`src/rtl/wave_packetizer_if.sv`:
```
// Byte-stream interface between the packetizer and the UDP TX stage.
// master drives data, valid and the sop/eop markers; slave returns ready.
interface wave_packetizer_if;
    logic [7:0] tx_data;
    logic       tx_valid;
    logic       tx_ready;
    logic       tx_sop;
    logic       tx_eop;

    modport master (output tx_data, tx_valid, tx_sop, tx_eop, input tx_ready);
    modport slave  (input tx_data, tx_valid, tx_sop, tx_eop, output tx_ready);
endinterface

```
`src/rtl/wave_packetizer.sv`:
```
// Walks the ADC handler's waveform buffer and emits header + big-endian samples as a byte stream.
// Optional trailer checksum is built when WAVE_PKT_CHECKSUM_EN is defined.
module wave_packetizer #(
    parameter int          MAX_SAMPLES = 1000,
    parameter int          RD_LAT      = 2,
    parameter logic [15:0] MAGIC       = 16'hA55A
) (
    input  logic                      sys_clk,
    input  logic                      reset_n,
    input  logic                      start,
    input  logic [15:0]               num_samples,
    output logic [15:0]               sample_num,
    input  logic [15:0]               wave_sample,
    wave_packetizer_if.master         tx,
    output logic                      busy,
    output logic                      done
);

`ifdef WAVE_PKT_CHECKSUM_EN
    typedef enum logic [2:0] {IDLE, HDR, ADDR, WAIT, S_HI, S_LO, TRL, FIN} state_t;
    localparam state_t AFTER = TRL;
    localparam logic   CK_EN = 1'b1;
`else
    typedef enum logic [2:0] {IDLE, HDR, ADDR, WAIT, S_HI, S_LO, FIN} state_t;
    localparam state_t AFTER = FIN;
    localparam logic   CK_EN = 1'b0;
`endif

    localparam logic [15:0] MAX_CNT = 16'(MAX_SAMPLES);
    localparam logic [3:0]  RD_W    = 4'(RD_LAT);

    state_t      state, nxt;
    logic [2:0]  bidx;
    logic [15:0] idx, cnt, seq, hold;
    logic [3:0]  wcnt;
    logic        last;
`ifdef WAVE_PKT_CHECKSUM_EN
    logic [15:0] sum;
`endif

    assign last = (idx == cnt - 16'd1);

    always_ff @(posedge sys_clk or negedge reset_n) begin
        if (!reset_n) state <= IDLE;
        else          state <= nxt;
    end

    always_comb begin
        nxt         = state;
        tx.tx_valid = 1'b0;
        tx.tx_data  = 8'h00;
        tx.tx_sop   = 1'b0;
        tx.tx_eop   = 1'b0;
        busy        = 1'b1;
        done        = 1'b0;
        case (state)
            IDLE: begin
                busy = 1'b0;
                if (start) nxt = HDR;
            end
            HDR: begin
                tx.tx_valid = 1'b1;
                case (bidx)
                    3'd0:    tx.tx_data = MAGIC[15:8];
                    3'd1:    tx.tx_data = MAGIC[7:0];
                    3'd2:    tx.tx_data = seq[15:8];
                    3'd3:    tx.tx_data = seq[7:0];
                    3'd4:    tx.tx_data = cnt[15:8];
                    default: tx.tx_data = cnt[7:0];
                endcase
                tx.tx_sop = (bidx == 3'd0);
                tx.tx_eop = (bidx == 3'd5) && (cnt == 16'd0) && !CK_EN;
                if (tx.tx_ready && bidx == 3'd5) nxt = (cnt == 16'd0) ? AFTER : ADDR;
            end
            ADDR: nxt = WAIT;
            WAIT: if (wcnt == RD_W) nxt = S_HI;
            S_HI: begin
                tx.tx_valid = 1'b1;
                tx.tx_data  = hold[15:8];
                if (tx.tx_ready) nxt = S_LO;
            end
            S_LO: begin
                tx.tx_valid = 1'b1;
                tx.tx_data  = hold[7:0];
                tx.tx_eop   = last && !CK_EN;
                if (tx.tx_ready) nxt = last ? AFTER : ADDR;
            end
`ifdef WAVE_PKT_CHECKSUM_EN
            TRL: begin
                tx.tx_valid = 1'b1;
                tx.tx_data  = bidx[0] ? sum[7:0] : sum[15:8];
                tx.tx_eop   = bidx[0];
                if (tx.tx_ready && bidx[0]) nxt = FIN;
            end
`endif
            FIN: begin
                busy = 1'b0;
                done = 1'b1;
                nxt  = IDLE;
            end
            default: nxt = IDLE;
        endcase
    end

    always_ff @(posedge sys_clk or negedge reset_n) begin
        if (!reset_n) begin
            bidx       <= '0;
            idx        <= '0;
            cnt        <= '0;
            seq        <= '0;
            hold       <= '0;
            wcnt       <= '0;
            sample_num <= '0;
`ifdef WAVE_PKT_CHECKSUM_EN
            sum        <= '0;
`endif
        end else begin
            case (state)
                IDLE: if (start) begin
                    cnt  <= (num_samples > MAX_CNT) ? MAX_CNT : num_samples;
                    bidx <= '0;
`ifdef WAVE_PKT_CHECKSUM_EN
                    sum  <= '0;
`endif
                end
                HDR: if (tx.tx_ready) begin
                    if (bidx == 3'd5) begin
                        bidx <= '0;
                        idx  <= '0;
                    end else begin
                        bidx <= bidx + 3'd1;
                    end
                end
                ADDR: begin
                    sample_num <= idx;
                    wcnt       <= '0;
                end
                // The handler's read path needs RD_LAT edges after sample_num moves.
                WAIT: begin
                    wcnt <= wcnt + 4'd1;
                    if (wcnt == RD_W) begin
                        hold <= wave_sample;
`ifdef WAVE_PKT_CHECKSUM_EN
                        sum  <= sum + wave_sample;
`endif
                    end
                end
                S_LO: if (tx.tx_ready && !last) idx <= idx + 16'd1;
`ifdef WAVE_PKT_CHECKSUM_EN
                TRL: if (tx.tx_ready) bidx <= bidx + 3'd1;
`endif
                FIN: seq <= seq + 16'd1;
                default: ;
            endcase
        end
    end

endmodule

```
`src/flat_wrapper.sv`:
```
// flat-port wrapper written by rule: the top's interface ports become plain ports
module wave_packetizer_flat 
#(
    parameter int          MAX_SAMPLES = 1000,
    parameter int          RD_LAT      = 2,
    parameter logic [15:0] MAGIC       = 16'hA55A
)
  (sys_clk, reset_n, start, num_samples, sample_num, wave_sample, busy, done, tx_tx_data, tx_tx_valid, tx_tx_sop, tx_tx_eop, tx_tx_ready);
  wave_packetizer_if tx_i ();
  input  logic sys_clk;
  input  logic reset_n;
  input  logic start;
  input  logic [15:0] num_samples;
  output logic [15:0] sample_num;
  input  logic [15:0] wave_sample;
  output logic busy;
  output logic done;
  output wire logic [$bits(tx_i.tx_data)-1:0] tx_tx_data;
  output wire logic [$bits(tx_i.tx_valid)-1:0] tx_tx_valid;
  output wire logic [$bits(tx_i.tx_sop)-1:0] tx_tx_sop;
  output wire logic [$bits(tx_i.tx_eop)-1:0] tx_tx_eop;
  input wire logic [$bits(tx_i.tx_ready)-1:0] tx_tx_ready;
  assign tx_tx_data = tx_i.tx_data;
  assign tx_tx_valid = tx_i.tx_valid;
  assign tx_tx_sop = tx_i.tx_sop;
  assign tx_tx_eop = tx_i.tx_eop;
  assign tx_i.tx_ready = tx_tx_ready;
  wave_packetizer #(.MAX_SAMPLES(MAX_SAMPLES), .RD_LAT(RD_LAT), .MAGIC(MAGIC)) u_core (.sys_clk(sys_clk), .reset_n(reset_n), .start(start), .num_samples(num_samples), .sample_num(sample_num), .wave_sample(wave_sample), .tx(tx_i), .busy(busy), .done(done));
endmodule
```
`config.mk`:
```
export PLATFORM = sky130hd
export DESIGN_NAME = wave_packetizer_flat
export DESIGN_NICKNAME = d
export VERILOG_FILES = /design/src/rtl/wave_packetizer_if.sv /design/src/rtl/wave_packetizer.sv /design/src/flat_wrapper.sv
export SDC_FILE = /design/constraint.sdc
export NUM_CORES = 1
export LEC_CHECK = 0
export ABC_AREA = 0
export BUFFER_PORTS_ARGS = -buffer_cell sky130_fd_sc_hd__buf_4
export CAP_MARGIN = 10
export CORE_ASPECT_RATIO = 1.25
export CORE_MARGIN = 2
export CORE_UTILIZATION = 45
export DETAILED_ROUTE_END_ITERATION = 16
export MAX_ROUTING_LAYER = met4
export SLEW_MARGIN = 20
export SYNTH_ARGS = -nofsm -noshare
export SYNTH_HDL_FRONTEND = slang
export SYNTH_SLANG_ARGS = --single-unit
```
`constraint.sdc`:
```
create_clock -name sys_clk -period 4.4 [get_ports sys_clk]
set_input_delay 0.44 -clock sys_clk [delete_from_list [all_inputs] [get_ports sys_clk]]
set_output_delay 0.44 -clock sys_clk [all_outputs]
set_load 0.02 [all_outputs]
```
==> results of run 1 <==
[flip-flops by register name (all words and copies together), names as in the netlist]
register           count
u_core.cnt            16
u_core.hold           16
u_core.idx            16
u_core.sample_num     16
u_core.seq            16
u_core.wcnt            4
u_core.bidx            3
u_core.state           3
[per-stage QoR]
step                worst slack, ns  area, um^2  total power [mW]    util
finish                       0.8194        5961             3.209  0.5352
global route                 0.5086        5961             3.412  0.5352
detailed placement            1.110        5687             2.486  0.5106
floorplan                     1.527        5175             2.088       -
global placement              1.294        5687             2.459  0.5106
CTS                          0.7996        5961             3.223  0.5352
[placed cells by master (no fill, tap or decap), types with 6 or more instances in the layout]
cell | Yosys | final
nand4_1 | 6 | 6
nand3_1 | 21 | 21
xor2_1 | 12 | 12
nand2_1 | 41 | 41
o21ai_0 | 32 | 32
buf_4 | 0 | 70
o221ai_1 | 6 | 6
nor3_1 | 13 | 13
nor2_1 | 39 | 39
clkbuf_16 | 0 | 9
a21oi_1 | 14 | 14
o31ai_1 | 10 | 10
dfrtp_1 | 90 | 90
inv_1 | 19 | 19
xnor2_1 | 20 | 20
a22oi_1 | 8 | 8
a211oi_1 | 7 | 7
and3_1 | 9 | 9
mux2_2 | 32 | 32
ha_1 | 6 | 6
nand2b_1 | 10 | 10
nor2b_1 | 11 | 11
[layout make-up]
class                      count  area [um^2]  area share
timing repair buffer          70        525.5     0.08816
clock buffer                  10        229.0     0.03841
multi-input combinational    384         2669      0.4477
clock inverter                 4        45.04    0.007557
sequential                    90         2252      0.3778
tap                          135        168.9     0.02834
inverter                      19        71.32     0.01196
[per-layer routing]
layer,global-route usage,part of all wire,vias to the layer above
met5,-,0,-
met4,0.07705,0.017,0
met3,0.03591,0.039,18
met2,0.3530,0.50,106
met1,0.2729,0.45,2038
li1,-,-,2004
[where the power goes]
group          leakage, nW  internal, mW  switching [mW]  total [mW]
sequential            1.17          1.01           0.269        1.27
clock                0.138         0.431           0.305       0.736
combinational         1.38         0.539           0.660        1.20
total                 2.69          1.98            1.23        3.21
[worst max-delay path: cells and delay by family (launching register included)]
family / cells / cell delay [ns]
flops: 1 / 0.84
compound gates: 2 / 0.29
simple gates: 5 / 1.48
buf+inv: 1 / 0.20
[worst paths after layout]
kind / endpoint / slack [ns]
min in group sys_clk: u_core.hold[4] / 0.30
setup / recovery: tx_tx_eop / 0.82
hold / removal: u_core.seq[4] / 0.14
max in group asynchronous: u_core.cnt[1] / 3.32
hold reg to reg: u_core.seq[15] / 0.48
setup reg to reg: u_core.idx[7] / 1.12
[kinds of logic (layout without fill, tap and decap cells)]
| kind of cell | after synthesis | in the layout | share of synthesized area |
|---|---|---|---|
| simple gates | 189 | 189 | 0.1975 |
| compound gates | 120 | 120 | 0.1690 |
| flops | 90 | 90 | 0.4352 |
| buf+inv | 48 | 103 | 0.05029 |
| mux | 37 | 37 | 0.07930 |
| xor+xnor | 32 | 32 | 0.05416 |
| fa+ha+maj | 6 | 6 | 0.01451 |
==> metrics.txt, run 1 <==
# TYPE chip_impl_metric gauge
chip_impl_info{name="run_status",value="complete, no violations"} 1
chip_impl_info{name="cp_slowest_cell",value="dfrtp_1"} 1
chip_impl_metric{name="routed_wire_length_per_instance",unit="um"} 17.21
chip_impl_metric{name="cts.hold.buffers_added",unit=""} 0
chip_impl_metric{name="coreArea",unit="mm^2"} 0.01114
chip_impl_metric{name="vdd_drop_max",unit="V"} 0.0002224
chip_impl_metric{name="clkTransAtPathRegs",unit="ns"} 0.06
chip_impl_metric{name="top_level_ports",unit=""} 65
chip_impl_metric{name="die_x",unit="um"} 99.92
chip_impl_metric{name="grt_pass1_wl",unit="mm"} 20.17
chip_impl_metric{name="final.fill_count",unit=""} 1028
chip_impl_metric{name="synthArstFlopShare",unit=""} 1.000
chip_impl_metric{name="slew_viol_final",unit=""} 0
chip_impl_metric{name="cts_sinks",unit=""} 90
chip_impl_info{name="timing.critical_path.mode_cell",value="nand2_1"} 1
chip_impl_info{name="hold_path_class",value="in -> async"} 1
chip_impl_metric{name="worst_pin_slew",unit="ns"} 0.8594
chip_impl_metric{name="grt_max_degree",unit=""} 54
chip_impl_info{name="synth_top_flop_cell",value="dfrtp_1"} 1
chip_impl_metric{name="routed_wirelength",unit="mm"} 12.26
chip_impl_metric{name="sum_of_negative_setup_slack",unit="ns"} 0
chip_impl_info{name="synth_area_leaders",value="dfrtp_1 44%, mux2_2 7.0%, xnor2_1 3.4%"} 1
chip_impl_metric{name="post-cts-setup-buffer-count",unit=""} 0
chip_impl_metric{name="crit_arrival",unit="ns"} 3.14
chip_impl_info{name="setup.worst_path.class",value="reg -> out"} 1
chip_impl_metric{name="ant_nets",unit=""} 0
chip_impl_metric{name="synth_fp_nets",unit=""} 564
chip_impl_info{name="worst_path_cell_trace",value="nor2b_1 > nand2_1 > nor4b_1 > o2111ai_1 > nor4_1 > nand2_1 > o21ai_0 > buf_4"} 1
chip_impl_metric{name="number_of_antenna_violations_at_the_first_check_in_global_routing",unit=""} 0
chip_impl_metric{name="first_iter_violations",unit=""} 196
chip_impl_info{name="synthMostInstantiatedCell",value="dfrtp_1"} 1
chip_impl_info{name="synthDominantAreaCellType",value="dfrtp_1"} 1
chip_impl_metric{name="detailedRoute.firstPassIterationCount",unit=""} 4
chip_impl_metric{name="port_buffers",unit=""} 64
chip_impl_metric{name="place.gp.congestion",unit=""} 0.9013
chip_impl_metric{name="final_cycle_utilization_of_the_critical_path",unit=""} 0.8138
chip_impl_info{name="synth_common_cells",value="90 x dfrtp_1, 41 x nand2_1, 39 x nor2_1, 32 x mux2_2, 32 x o21ai_0"} 1
chip_impl_info{name="worst_setup_path_end_kind",value="primary output"} 1
chip_impl_metric{name="grt_pass1_vias",unit=""} 4061
chip_impl_metric{name="shortest_period_the_worst_path_allows",unit="ns"} 3.581
chip_impl_metric{name="maxCapViolCount",unit=""} 0
chip_impl_metric{name="floorplan.die.height",unit="um"} 123.9
chip_impl_info{name="clk_root_buffer_cell",value="clkbuf_16"} 1
chip_impl_info{name="crit_path_start",value="u_core.state[0]"} 1
chip_impl_metric{name="leakagePower",unit="nW"} 2.693
chip_impl_metric{name="synth_sequential_area_ratio",unit=""} 0.4352
chip_impl_metric{name="post_synth_num_cell_types",unit=""} 76
chip_impl_metric{name="hold_ws",unit="ns"} 0.1359
chip_impl_metric{name="power.density",unit="mW/mm^2"} 538.4
chip_impl_metric{name="number_of_rows_in_the_core_area",unit=""} 43
chip_impl_metric{name="die-area",unit="mm^2"} 0.01238
chip_impl_metric{name="final-instance-count-excl-fill",unit=""} 712
chip_impl_metric{name="setup_viol_count_final",unit=""} 0
chip_impl_metric{name="critPathMaxFanout",unit=""} 22
chip_impl_metric{name="finalClockSkew",unit="ns"} 0.004731
chip_impl_metric{name="timing.critical_path.required",unit="ns"} 3.96
chip_impl_metric{name="mappedNetlistArea",unit="mm^2"} 0.005175
chip_impl_metric{name="synth_warnings",unit=""} 0
chip_impl_metric{name="grt_util_all_layers",unit=""} 0.2159
chip_impl_metric{name="clock_insertion_delay_worst_skew",unit="ns"} 0.34
chip_impl_metric{name="num_vias",unit=""} 4166
chip_impl_metric{name="reg2regPathDepth",unit=""} 7
chip_impl_metric{name="detailed_place_hpwl",unit="mm"} 9.104
chip_impl_metric{name="timing_hold_violations_final",unit=""} 0
chip_impl_metric{name="numCtsBuffers",unit=""} 9
chip_impl_metric{name="post_drt_via_cell_ratio",unit=""} 5.851
chip_impl_metric{name="dp.cells",unit=""} 698
chip_impl_info{name="start_kind",value="flop"} 1
chip_impl_metric{name="initial_core_util",unit=""} 0.4647
chip_impl_metric{name="final_net_count",unit=""} 616
chip_impl_metric{name="largest_incremental_delay_on_the_critical_path",unit="ns"} 0.84
chip_impl_metric{name="cts_repair_resize_count",unit=""} 0
chip_impl_metric{name="postSynthCellCount",unit=""} 522
chip_impl_metric{name="clock_h_tree_levels",unit=""} 3
chip_impl_metric{name="synthesis_stage_register_bit_count",unit=""} 90
chip_impl_metric{name="drive_above_1_share",unit=""} 0.2426
chip_impl_info{name="r2r-start",value="u_core.state[0]"} 1
chip_impl_metric{name="drc",unit=""} 0
chip_impl_info{name="cts_tree",value="built"} 1
chip_impl_metric{name="grt_overflow",unit=""} 0
chip_impl_metric{name="yosys.area.top_type_share",unit=""} 0.4352
chip_impl_metric{name="postSynthAreaPerCell",unit="um^2"} 9.914
chip_impl_metric{name="synth_edf_count",unit=""} 0
chip_impl_metric{name="n_antenna_cell",unit=""} 0
chip_impl_metric{name="cts_max_path_buffers",unit=""} 2
chip_impl_info{name="rsz_0062_raised_after_global_routing",value="no"} 1
chip_impl_metric{name="achievable-frequency",unit="GHz"} 0.2793
chip_impl_metric{name="max_slew_margin",unit=""} 0.4258
chip_impl_metric{name="area.growth.synth_to_final",unit="%"} 15.18
No activity file was read; power rests on OpenSTA's default activity.
==> inputs of run 2 (changes only) <==
--- a/config.mk
+++ b/config.mk
@@ -5,7 +5,7 @@
 export SDC_FILE = /design/constraint.sdc
 export NUM_CORES = 1
 export LEC_CHECK = 0
-export ABC_AREA = 0
+export ABC_AREA = 1
 export BUFFER_PORTS_ARGS = -buffer_cell sky130_fd_sc_hd__buf_4
 export CAP_MARGIN = 10
 export CORE_ASPECT_RATIO = 1.25
==> constraint.sdc (replaced) <==
create_clock -name sys_clk -period 3.3 [get_ports sys_clk]
set_input_delay 0.33 -clock sys_clk [delete_from_list [all_inputs] [get_ports sys_clk]]
set_output_delay 0.33 -clock sys_clk [all_outputs]
set_load 0.02 [all_outputs]
==> run 2 against run 1 <==
  * Via count up 10%
  * Combinational power up 15%
  * Sequential cell count unchanged
  * Clock skew up 0.0015 ns
  * Power up 23%
  * Critical path type unchanged
  * Largest cell class unchanged
==> metrics.txt, run 2 <==
# TYPE chip_impl_metric gauge
chip_impl_metric{name="detailedPlace.worstSlack",unit="ns"} 0.6478
chip_impl_metric{name="post_drt_via_cell_ratio",unit=""} 5.164
chip_impl_metric{name="post-route-cell-area",unit="mm^2"} 0.006202
chip_impl_metric{name="area.growth.synth_to_final",unit="%"} 17.27
chip_impl_metric{name="number_of_antenna_violations_at_the_first_check_in_global_routing",unit=""} 0
chip_impl_metric{name="postSynthCellCount",unit=""} 684
chip_impl_metric{name="maxCapViolCount",unit=""} 0
chip_impl_metric{name="drive_above_1_share",unit=""} 0.1687
chip_impl_metric{name="sum_of_negative_setup_slack",unit="ns"} 0
chip_impl_metric{name="final.fill_count",unit=""} 1138
chip_impl_metric{name="n_antenna_cell",unit=""} 0
chip_impl_metric{name="detailedRoute.firstPassIterationCount",unit=""} 4
chip_impl_metric{name="leakagePower",unit="nW"} 3.007
chip_impl_metric{name="achievable-frequency",unit="GHz"} 0.3400
chip_impl_metric{name="finalWorstSetupSlack",unit="ns"} 0.3588
chip_impl_info{name="grt-busiest-layer",value="met2"} 1
chip_impl_info{name="synthDominantAreaCellType",value="dfrtp_1"} 1
chip_impl_info{name="cts_tree",value="built"} 1
chip_impl_info{name="rsz_0062_raised_after_global_routing",value="no"} 1
chip_impl_metric{name="clock_power_share",unit=""} 0.268
chip_impl_metric{name="die-area",unit="mm^2"} 0.01264
chip_impl_metric{name="cts_max_path_buffers",unit=""} 2
chip_impl_info{name="hold_path_class",value="in -> reg"} 1
chip_impl_metric{name="synth_warnings",unit=""} 0
chip_impl_info{name="layout.cells.most_common",value="nand2_1"} 1
chip_impl_info{name="synthMostInstantiatedCell",value="nand2_1"} 1
chip_impl_metric{name="synth_fp_nets",unit=""} 726
chip_impl_metric{name="ant_nets",unit=""} 0
chip_impl_metric{name="initial_core_util",unit=""} 0.4575
chip_impl_metric{name="slew_viol_final",unit=""} 0
chip_impl_metric{name="final_net_count",unit=""} 791
chip_impl_info{name="run_status",value="complete, no violations"} 1
chip_impl_metric{name="post_synth_num_cell_types",unit=""} 41
chip_impl_metric{name="finalClockSkew",unit="ns"} 0.006197
chip_impl_info{name="synth_common_cells",value="195 x nand2_1, 90 x dfrtp_1, 75 x inv_1, 69 x nor2_1, 57 x nand3_1"} 1
chip_impl_metric{name="detailed_place_hpwl",unit="mm"} 11.05
chip_impl_metric{name="grt_overflow",unit=""} 0
chip_impl_metric{name="timing.critical_path.required",unit="ns"} 2.97
chip_impl_info{name="clk_root_buffer_cell",value="clkbuf_16"} 1
chip_impl_metric{name="power.switching",unit="mW"} 1.536
chip_impl_metric{name="grt_pass1_vias",unit=""} 4656
chip_impl_info{name="synth_top_flop_cell",value="dfrtp_1"} 1
chip_impl_metric{name="cts.hold.buffers_added",unit=""} 1
chip_impl_metric{name="synthesis_stage_register_bit_count",unit=""} 90
chip_impl_metric{name="first_iter_violations",unit=""} 232
chip_impl_info{name="worst_setup_path_end_kind",value="primary output"} 1
chip_impl_metric{name="sequentialPowerShare",unit=""} 0.383
chip_impl_metric{name="cts_sinks",unit=""} 90
chip_impl_metric{name="cellInternalPower",unit="mW"} 2.410
chip_impl_metric{name="post-route-util",unit=""} 0.5365
chip_impl_metric{name="power.density",unit="mW/mm^2"} 636.2
chip_impl_metric{name="max_slew_margin",unit=""} 0.5060
chip_impl_metric{name="synthArstFlopShare",unit=""} 1.000
chip_impl_metric{name="grt_max_degree",unit=""} 46
chip_impl_metric{name="total_power",unit="mW"} 3.946
chip_impl_metric{name="mappedNetlistArea",unit="mm^2"} 0.005289
chip_impl_metric{name="port_buffers",unit=""} 64
chip_impl_metric{name="clkTransAtPathRegs",unit="ns"} 0.06
chip_impl_metric{name="met2_usage",unit=""} 0.4251
chip_impl_info{name="synth_area_leaders",value="dfrtp_1 43%, nand2_1 14%, nand3_1 5.4%"} 1
chip_impl_metric{name="clock_insertion_delay_worst_skew",unit="ns"} 0.35
chip_impl_metric{name="grt_use_met3",unit=""} 0.02348
chip_impl_metric{name="multiInputGateArea",unit="mm^2"} 0.002648
chip_impl_metric{name="vdd_drop_max",unit="V"} 0.0004215
chip_impl_info{name="start_kind",value="flop"} 1
chip_impl_metric{name="number_of_rows_in_the_core_area",unit=""} 44
chip_impl_metric{name="critPathMaxFanout",unit=""} 19
chip_impl_metric{name="floorplan.die.height",unit="um"} 125.2
chip_impl_metric{name="crit_arrival",unit="ns"} 2.61
chip_impl_metric{name="postSynthAreaPerCell",unit="um^2"} 7.732
chip_impl_info{name="mostFrequentLayoutCells",value="195 x nand2_1, 90 x dfrtp_1, 75 x inv_1"} 1
chip_impl_metric{name="combinational_share_of_power",unit=""} 0.349
chip_impl_metric{name="grt_pass1_wl",unit="mm"} 23.32
chip_impl_info{name="setup.worst_path.class",value="reg -> out"} 1
chip_impl_metric{name="sequential_cell_area",unit="mm^2"} 0.002252
chip_impl_metric{name="coreArea",unit="mm^2"} 0.01156
chip_impl_metric{name="synth_sequential_area_ratio",unit=""} 0.4258
chip_impl_metric{name="numCtsBuffers",unit=""} 9
chip_impl_metric{name="worst_pin_slew",unit="ns"} 0.7386
chip_impl_metric{name="timing_hold_violations_final",unit=""} 0
chip_impl_metric{name="drc",unit=""} 0
chip_impl_metric{name="yosys.area.top_type_share",unit=""} 0.4258
chip_impl_metric{name="final_cycle_utilization_of_the_critical_path",unit=""} 0.8913
chip_impl_metric{name="place.gp.congestion",unit=""} 0.9142
chip_impl_metric{name="shortest_period_the_worst_path_allows",unit="ns"} 2.941
chip_impl_metric{name="post-cts-setup-buffer-count",unit=""} 0
chip_impl_metric{name="num_vias",unit=""} 4601
chip_impl_metric{name="routed_wire_length_per_instance",unit="um"} 15.75
chip_impl_metric{name="setup_viol_count_final",unit=""} 0
chip_impl_metric{name="die_x",unit="um"} 101.0
chip_impl_metric{name="dpl_cell_area",unit="mm^2"} 0.005891
chip_impl_metric{name="routed_wirelength",unit="mm"} 14.03
chip_impl_metric{name="clock_h_tree_levels",unit=""} 3
chip_impl_metric{name="synth_edf_count",unit=""} 0
chip_impl_metric{name="groute.layer.met1.usage",unit=""} 0.2878
chip_impl_metric{name="cts_repair_resize_count",unit=""} 0
chip_impl_metric{name="sw_frac_of_total",unit=""} 0.3893
chip_impl_metric{name="grt_util_all_layers",unit=""} 0.2450
chip_impl_metric{name="top_level_ports",unit=""} 65
## run 2: worst max-delay path: stages, from the launching register on
cell and delay, ns:
dfrtp_1 0.42, inv_1 0.11, ha_1 0.35, xor2_1 0.16, nand3_1 0.13, nor2_1 0.15
nand3_1 0.10, nor2_2 0.17, nand4_4 0.29, o21ai_0 0.20, buf_4 0.18
## run 2: path summary, 6_finish.rpt
path / endpoint / slack (ns) / cells after the start / from
setup / recovery: tx_tx_eop / 0.36 / 10 / u_core.cnt[0]
hold / removal: u_core.hold[15] / 0.21 / 2 / wave_sample[15]
setup reg to reg: u_core.idx[9] / 0.91 / 11 / u_core.cnt[0]
hold reg to reg: u_core.seq[13] / 0.48 / 1 / u_core.seq[13]
max in group asynchronous: u_core.state[2] / 2.01 / 3 / reset_n
min in group asynchronous: u_core.sample_num[3] / 0.52 / 2 / reset_n
## run 2: layer usage
layer  up-vias  part of all wire
met3        27             0.023
met2        81              0.53
met5         -                 0
met1      2163              0.42
li1       2330                 -
met4         0             0.031
## run 2: layout make-up
type                       count  share of cell area
inverter                      84             0.05084
clock inverter                 5             0.01009
timing repair buffer          68             0.08271
multi-input combinational    496              0.4269
sequential                    90              0.3631
tap                          138             0.02784
clock buffer                  10             0.03853
## run 2: power by group through the flow
stage          Combinational [mW]  Clock (mW)  Sequential [mW]
2_1_floorplan               0.979           0             1.47
3_3_place_gp                 1.36           0             1.52
3_5_place_dp                 1.38           0             1.53
4_1_cts                      1.39        1.08             1.51
5_1_grt                      1.55        1.12             1.54
6_report                     1.38        1.06             1.51
## run 2: kinds of logic (layout without fill, tap and decap cells)
family | after synthesis | after routing | share of synthesized area
and+or+nand+nor | 372 | 372 | 0.3180
buffers and inverters | 98 | 167 | 0.07357
DFF | 90 | 90 | 0.4258
AOI/OAI and AO/OA | 65 | 65 | 0.07310
xor gates and xnor gates | 37 | 37 | 0.06127
muxes | 16 | 16 | 0.03407
adders and majority gates | 6 | 6 | 0.01419
## run 2: per-stage QoR
stage | hold slack, ns | std cells
floorplan | 0.03441 | 684
global placement | 0.3621 | 875
detailed placement | 0.3639 | 875
CTS | 0.2032 | 891
global route | 0.2078 | 891
finish | 0.2128 | 891
